==> config.mk <==
export PLATFORM = sky130hd
export DESIGN_NAME = alu_share_arbiter
export DESIGN_NICKNAME = d
export VERILOG_FILES = /design/src/rtl/alu_share_arbiter.sv
export SDC_FILE = /design/constraint.sdc
export NUM_CORES = 1
export LEC_CHECK = 0
export BUFFER_PORTS_ARGS = -buffer_cell sky130_fd_sc_hd__buf_2
export CORE_ASPECT_RATIO = 2
export CORE_MARGIN = 5
export CORE_UTILIZATION = 34
export DETAILED_ROUTE_END_ITERATION = 8
export PLACE_DENSITY = 0.64
export REMOVE_ABC_BUFFERS = 1
export SLEW_MARGIN = 20
export SYNTH_ARGS = -nofsm -noshare
export SYNTH_HDL_FRONTEND = slang
export SYNTH_SLANG_ARGS = --single-unit
==> constraint.sdc <==
create_clock -name IN_clk -period 2.26 [get_ports IN_clk]
set_input_delay 0.452 -clock IN_clk [delete_from_list [all_inputs] [get_ports IN_clk]]
set_output_delay 0.452 -clock IN_clk [all_outputs]
set_load 0.01 [all_outputs]
==> src/rtl/alu_share_arbiter.sv <==
// Two-port arbiter sharing one 8-bit ALU. Each 16-bit operation runs as a
// low-byte pass and then a high-byte pass, with the carry chained between them.
module alu_share_arbiter #(
  parameter bit RR_RESET_LAST = 1'b1
) (
  input  logic        IN_clk,
  input  logic        IN_rst,
  input  logic        IN_req0,
  input  logic [3:0]  IN_op0,
  input  logic [15:0] IN_a0,
  input  logic [15:0] IN_b0,
  input  logic        IN_req1,
  input  logic [3:0]  IN_op1,
  input  logic [15:0] IN_a1,
  input  logic [15:0] IN_b1,
  output logic        OUT_ack0,
  output logic        OUT_ack1,
  output logic [15:0] OUT_result,
  output logic        OUT_carry,
  output logic        OUT_zero,
  output logic        OUT_less_than,
  output logic        OUT_busy,
  output logic [1:0]  OUT_grant,
  output logic [7:0]  OUT_data_a,
  output logic [7:0]  OUT_data_b,
  output logic [3:0]  OUT_ALU_OP,
  output logic        OUT_carry_out,
  input  logic [7:0]  IN_S,
  input  logic        IN_carry_in,
  input  logic        IN_zero
);
  typedef enum logic [1:0] {S_IDLE, S_LO, S_HI} state_t;

  localparam logic [3:0] OP_ADD = 4'hA, OP_SUB = 4'hB, OP_CMP = 4'hE;

  state_t      r_state, w_next;
  logic        r_last;
  logic [3:0]  r_op;
  logic [7:0]  r_a_hi, r_b_hi, r_res_lo;
  logic        r_lo_zero;

  logic        w_gnt_vld, w_gnt_port;
  logic [3:0]  w_op;
  logic [15:0] w_a, w_b;

  function automatic logic valid_op(input logic [3:0] op);
    return (op >= 4'hA) && (op <= 4'hE);
  endfunction

  function automatic logic [3:0] alu_op(input logic [3:0] op);
    return valid_op(op) ? op : 4'h0;
  endfunction

  // Under contention the port that was not served last wins.
  always_comb begin
    w_gnt_vld  = IN_req0 | IN_req1;
    w_gnt_port = (IN_req0 & IN_req1) ? ~r_last : IN_req1;
    w_op       = w_gnt_port ? IN_op1 : IN_op0;
    w_a        = w_gnt_port ? IN_a1  : IN_a0;
    w_b        = w_gnt_port ? IN_b1  : IN_b0;
  end

  always_comb begin
    w_next = r_state;
    case (r_state)
      S_IDLE:  if (w_gnt_vld) w_next = S_LO;
      S_LO:    w_next = S_HI;
      S_HI:    w_next = S_IDLE;
      default: w_next = S_IDLE;
    endcase
  end

  always_ff @(posedge IN_clk or posedge IN_rst) begin
    if (IN_rst) r_state <= S_IDLE;
    else        r_state <= w_next;
  end

  always_ff @(posedge IN_clk or posedge IN_rst) begin
    if (IN_rst) begin
      r_last        <= RR_RESET_LAST;
      r_op          <= '0;
      r_a_hi        <= '0;
      r_b_hi        <= '0;
      r_res_lo      <= '0;
      r_lo_zero     <= 1'b0;
      OUT_ack0      <= 1'b0;
      OUT_ack1      <= 1'b0;
      OUT_result    <= '0;
      OUT_carry     <= 1'b0;
      OUT_zero      <= 1'b0;
      OUT_less_than <= 1'b0;
      OUT_busy      <= 1'b0;
      OUT_grant     <= '0;
      OUT_data_a    <= '0;
      OUT_data_b    <= '0;
      OUT_ALU_OP    <= '0;
      OUT_carry_out <= 1'b0;
    end else begin
      OUT_ack0 <= 1'b0;
      OUT_ack1 <= 1'b0;
      case (r_state)
        S_IDLE: begin
          if (w_gnt_vld) begin
            r_op          <= w_op;
            r_a_hi        <= w_a[15:8];
            r_b_hi        <= w_b[15:8];
            r_last        <= w_gnt_port;
            OUT_grant     <= w_gnt_port ? 2'b10 : 2'b01;
            OUT_busy      <= 1'b1;
            OUT_data_a    <= w_a[7:0];
            OUT_data_b    <= w_b[7:0];
            OUT_ALU_OP    <= alu_op(w_op);
            OUT_carry_out <= (w_op == OP_SUB) || (w_op == OP_CMP);
          end else begin
            OUT_data_a    <= '0;
            OUT_data_b    <= '0;
            OUT_ALU_OP    <= '0;
            OUT_carry_out <= 1'b0;
          end
        end
        S_LO: begin
          r_res_lo      <= IN_S;
          r_lo_zero     <= IN_zero;
          OUT_data_a    <= r_a_hi;
          OUT_data_b    <= r_b_hi;
          // Logic ops and invalid opcodes never chain a carry.
          OUT_carry_out <= ((r_op == OP_ADD) || (r_op == OP_SUB) || (r_op == OP_CMP))
                           ? IN_carry_in : 1'b0;
        end
        S_HI: begin
          if (valid_op(r_op)) begin
            OUT_result    <= {IN_S, r_res_lo};
            OUT_carry     <= IN_carry_in;
            OUT_zero      <= r_lo_zero & IN_zero;
            OUT_less_than <= (r_op == OP_CMP) & ~IN_carry_in;
          end else begin
            OUT_result    <= '0;
            OUT_carry     <= 1'b0;
            OUT_zero      <= 1'b1;
            OUT_less_than <= 1'b0;
          end
          OUT_ack0      <= OUT_grant[0];
          OUT_ack1      <= OUT_grant[1];
          OUT_busy      <= 1'b0;
          OUT_grant     <= '0;
          OUT_data_a    <= '0;
          OUT_data_b    <= '0;
          OUT_ALU_OP    <= '0;
          OUT_carry_out <= 1'b0;
        end
        default: ;
      endcase
    end
  end
endmodule

### Word level (Yosys, flattened, before mapping)

Cells that the tools add are included.

* register bits: 77
* output and inout bits: 45
* word-level logic and storage cells: 74

* reductions and logical operators: 10
* eq/ne operators: 8
* bitwise gates (word level): 6
* magnitude comparators: 4
* multiplexer cells: 27

Operators by type and width (count)
* two-way mux 16 bit: 3
* one-hot mux 8 bit (3 select lines): 2
* == test 4 bit, second input constant: 5
* two-way mux 8 bit: 2
* two-way mux 4 bit: 3
* two-way mux 1 bit: 9
* >= comparator 4 bit, second input constant: 2
* <= comparator 4 bit, second input constant: 2
* one-hot mux 2 bit (2 select lines): 2
* one-hot mux 4 bit (2 select lines): 1
* two-way mux 2 bit: 3
* AND reduction 2 bit: 2
* bitwise AND 1 bit: 3
* logical OR 1 bit: 3
* one-hot mux 1 bit (3 select lines): 1
* nonzero test 3 bit: 1
* == test 2 x 1 -> 1 bit, second input constant: 1
* == test 2 bit, second input constant: 1
* logical AND 1 bit: 2
* logical NOT 2 bit: 1
* != test 2 bit, second input constant: 1
* NOT 1 bit: 2
* one-hot mux 1 bit (2 select lines): 1
* nonzero test 2 bit: 1
* bitwise OR 1 bit: 1

### Longest topological paths before layout

* depth after elaboration: 8
* depth in mapped cells: 7
* depth with buffers taken out: 5

### Worst setup path after synthesis

No wires, ideal clock.

* path kind: register -> register
* start: register r_state[0]
* end: register OUT_data_a[0]
* period minus slack after synthesis: 1764 ps
* data arrival time: 1627 ps
* slack: 496 ps
* required time: 2123 ps
* stages on the path, launching flop included: 8
* cells stage by stage: dfrtp_1 > inv_1 > ha_1 > and2_1 > clkbuf_2 > buf_2 > a221oi_2 > a21oi_1

* cells in the longest elaborated chain, start to end: 2
* elaborated cells between the ends (all ways): 5
* those cells by class: eq/ne (2); mux (1); reduce/logical (2)

RTL lines
* from (decl): RTL line 36 `state_t r_state, w_next;`
* from (signal assigned): RTL line 75 `else r_state <= w_next;`
* == test 2 bit, or another cell as far along: RTL line 101 `case (r_state)`
* one-hot mux 8 bit (3 select lines) / nonzero test 3 bit (equally long branches)
* to (signal assigned): RTL line 110 `OUT_data_a <= w_a[7:0];`
* to (signal assigned): RTL line 124 `OUT_data_a <= r_a_hi;`
* to (decl): RTL line 24 `output logic [7:0] OUT_data_a,`

Several ways; a longest one is shown, not always the timed one.
A chain may end at the register's enable or synchronous reset.

### Worst setup path in the final report

* start: register r_last
* end: register OUT_data_b[7]

* cells in the longest elaborated chain, start to end: 5

RTL lines
* from (decl): RTL line 37 `logic r_last;`
* from (signal assigned): RTL line 107 `r_last <= w_gnt_port;`
* NOT 1 bit: RTL line 57 `w_gnt_port = (IN_req0 & IN_req1) ? ~r_last : IN_req1;`
* two-way mux 1 bit: RTL line 57
* two-way mux 16 bit: RTL line 60 `w_b = w_gnt_port ? IN_b1 : IN_b0;`
* two-way mux 8 bit: RTL line 103 `if (w_gnt_vld) begin`
* one-hot mux 8 bit (3 select lines): RTL line 101
* to (signal assigned): RTL line 111 `OUT_data_b <= w_b[7:0];`
* to (signal assigned): RTL line 125 `OUT_data_b <= r_b_hi;`
* to (decl): RTL line 25 `output logic [7:0] OUT_data_b,`

No other way between the ends.

==> results.md <==
* # DRC at 0
* Hold buffers post-CTS at 0
* Origin of the critical flop-to-flop path: r_last$_DFFE_PP1P_
* Vias in the first global route at 3,178
* Die X at 84.1 um
* Die height at 158 um
* Critical Path, Cell by Cell: a21bo_4 > buf_4 > mux2_4 > a221oi_2 > a21oi_1
* Final setup fails at 0
* Placed cell area at 0.00457 mm2
* Skew final at around 0.0055 ns
* Min Tclk post-route at 1.90 ns
* Post-Syn Area per Cell at 11.8 um2
* PD cells at ~1300 mW/mm2
* Yosys warnings at 0
* Reg2Reg Depth at 5
* Arr. time, crit path at 2.09 ns
* Cts bufs inserted at 9
* Max-slew violation count at 0
* Die ar. at 0.0133 mm2
* Switching share of power at 35.6%
* CP max stage cell: dfstp_2
* Crit path required time at 2.45 ns
* Pint at 4020 uW
* Setup CP Type: flip-flop to flip-flop
* Commonest non-fill, non-tap cell in the layout: buf_2
* CTS tree: yes
* Routed WL per cell at between 15 and 20 um
* Critical path endpoint category: flip-flop
* Post-route ant nets at 0
* Status: complete, no violations
* Initial antenna violation count at 0
* RSZ-0062 raised after global routing: false
* Critical path endpoint: OUT_data_b[7]$_DFFE_PP0P_
* Remaining global-route overflow at 0
* Reg2reg end: OUT_data_b[7]$_DFFE_PP0P_
* Async S/R FF share, synth at between 90% and 100%
* Dpl hpwl at a little over 7000 um
* Worst-path clk slew at 0.06 ns
* Fin cells at 595
* Largest net degree at the start of global routing at 36
* Final Hold Violating Endpoints at 0
* Post-synth EDFFs at 0
* Routability Congestion at 0.805
* Synthesis-to-layout area growth at 30.4%
* IO Pins at between 100 and 150
* Vias per cell at 4.97
* Worst hold path class: input port to asynchronous set/reset pin
* CTS HTree Levels at 3
* First-pass DRT Iterations at 4
* Cell Area, Synth at 0.00374 mm2
* Crit-path max FO at 19
* Number of buffers added on ports at between 100 and 150
* Clock power frac at 23.0%
* Distinct cell type count after synthesis at 39
* CP startpoint kind: flip-flop
* Root Buffer: clkbuf_16
* Post-synthesis sequential area ratio at 51.6%
* First-pass GRT wire length at 15,400 um
* Maximum clock rate at 527 MHz
* FF/Latch Area at 0.00193 mm2
* CTS resizes at 0
* VDD IR max at just over 0.5 mV
* CTS Buffer Depth at 2
* Area of the multi-input gates at ~0.0016 mm2
* Comb power frac at roughly two fifths
* Syn Inst Count at 317
* Initial Utilization at 34.4%
* Clock Latency Late Sink at 0.33 ns
* Fillers at 1,041
* Setup Fix Bufs, Post-CTS at 0
* Total track usage at 14.5%
* Slowest stage delay, CP at roughly 0.57 ns
* Max-cap viol count at 0
* Worst Tran Pin Value at 0.848 ns
* DR iter-0 viols at 98
* Rows at 54
* Final #Nets at 541
* Setup TNS at 0 ns
* Number of clock sinks at 77
* Post-synth top flop: dfrtp_1
* FF+latch count, synth at 77
* Routed via count at 2,960
* Core area at 0.0109 mm2
* Period utilisation layout at 84.0%
* Ant. Diodes at 0
* Share of cells above drive strength 1 at 45.3%
* Most frequent cells in the layout: buf_2, dfrtp_1, nand2_1
* Max-slew headroom at between 40% and 50%
* Worst Setup SP: r_last$_DFFE_PP1P_
* Finished Cell Area at 0.00487 mm2
* Leakage at between 0.002 and 0.003 uW
* Placed Cells at 580
* Psw at 2220 uW
* Flop-to-flop setup slack at about 0.36 ns
* Sequential power share at between 30% and 40%
* Power, Total at about 6200 uW
* Final Routed Wirelength at 9460 um
[cells by family (layout without fill, tap and decap cells)]
| family | Yosys count | count (layout) | share of synthesized area [%] |
|---|---|---|---|
| AOI/OAI and AO/OA | 96 | 96 | 20.7 |
| xor gates and xnor gates | 2 | 2 | 0.469 |
| adders and majority gates | 4 | 4 | 1.34 |
| buffers and inverters | 43 | 181 | 5.32 |
| DFF | 77 | 77 | 51.6 |
| muxes | 45 | 45 | 14.4 |
| and+or+nand+nor | 50 | 50 | 6.16 |
[worst min-delay path by stage]
| stage | end | slack [ns] | depth (start not counted) |
|---|---|---|---|
| 3_3_place_gp | OUT_busy$_DFFE_PP0P_ | 0.46 | 1 |
| 6_report | OUT_carry$_DFFE_PP0P_ | 0.18 | 2 |
| 2_1_floorplan | r_a_hi[7]$_DFFE_PP0P_ | 0.45 | 2 |
| 5_1_grt | OUT_result[6]$_DFFE_PP0P_ | 0.24 | 2 |
| 4_1_cts | r_op[1]$_DFFE_PP0P_ | 0.19 | 2 |
| 3_5_place_dp | OUT_result[7]$_DFFE_PP0P_ | 0.47 | 1 |
[metal layers]
| metal | track usage [%] | wire [um] | share of wire, % |
|---|---|---|---|
| met5 | 0 | 0 | 0 |
| met4 | 7.13 | 260 | 2.7 |
| met3 | 3.06 | 510 | 5.4 |
| met2 | 26.4 | 5230 | 55 |
| met1 | 15.8 | 3450 | 37 |
[per-stage QoR]
step                      utilization (%)  setup slack [ns]  hold slack [ns]
after floorplan                         -            -0.157            0.451
after global placement               42.1             0.328            0.464
after detailed placement             42.1             0.285            0.469
after CTS                            44.8             0.364            0.191
after global routing                 44.8             0.260            0.236
final                                44.8             0.361            0.179
[registers in the layout, indices dropped and copies added (netlist names), 2 cells and up]
signal	count
OUT_ALU_OP	4
OUT_data_a	8
OUT_data_b	8
OUT_grant	2
OUT_result	16
r_a_hi	8
r_b_hi	8
r_op	4
r_res_lo	8
r_state	2
[critical path: cells and delay by family (launching register included)]
kind	cells	cell delay (ns)
compound gates	3	0.65
flops	1	0.57
mux	1	0.31
buf+inv	1	0.22
[final cells by class]
type	count	area share (%)
Tap cell	140	3.59
Timing Repair Buffer	145	15.9
Multi-Input combinational cell	197	33.1
Inverter	21	1.64
Clock inverter	4	0.975
Clock buffer	11	5.18
Sequential cell	77	39.6
[power groups by stage]
stage / logic, uW / clock network, uW / registers (uW)
floorplan: 1510 / 0 / 2430
global placement: 2440 / 0 / 2350
detailed placement: 2500 / 0 / 2370
CTS: 2500 / 1480 / 2350
global route: 2740 / 1540 / 2430
finish: 2460 / 1430 / 2340
[Yosys cell counts (all sizes together) (2+ instances only)]
master | instances | share of area [%]
xor2 | 2 | 0.47
a21o | 3 | 0.60
nand2 | 31 | 3.1
nand4 | 5 | 0.84
ha | 4 | 1.3
nand3 | 3 | 0.40
mux2 | 26 | 9.3
dfrtp | 76 | 51
buf | 11 | 2.1
a21oi | 20 | 2.7
o21ai | 23 | 3.1
nor2 | 5 | 0.70
a21boi | 4 | 0.80
inv | 21 | 2.1
mux2i | 19 | 5.1
and2 | 3 | 0.50
clkbuf | 11 | 1.1
a32o | 3 | 0.80
a22o | 21 | 4.9
a221oi | 16 | 6.3
(Power assumes the default switching activity.)
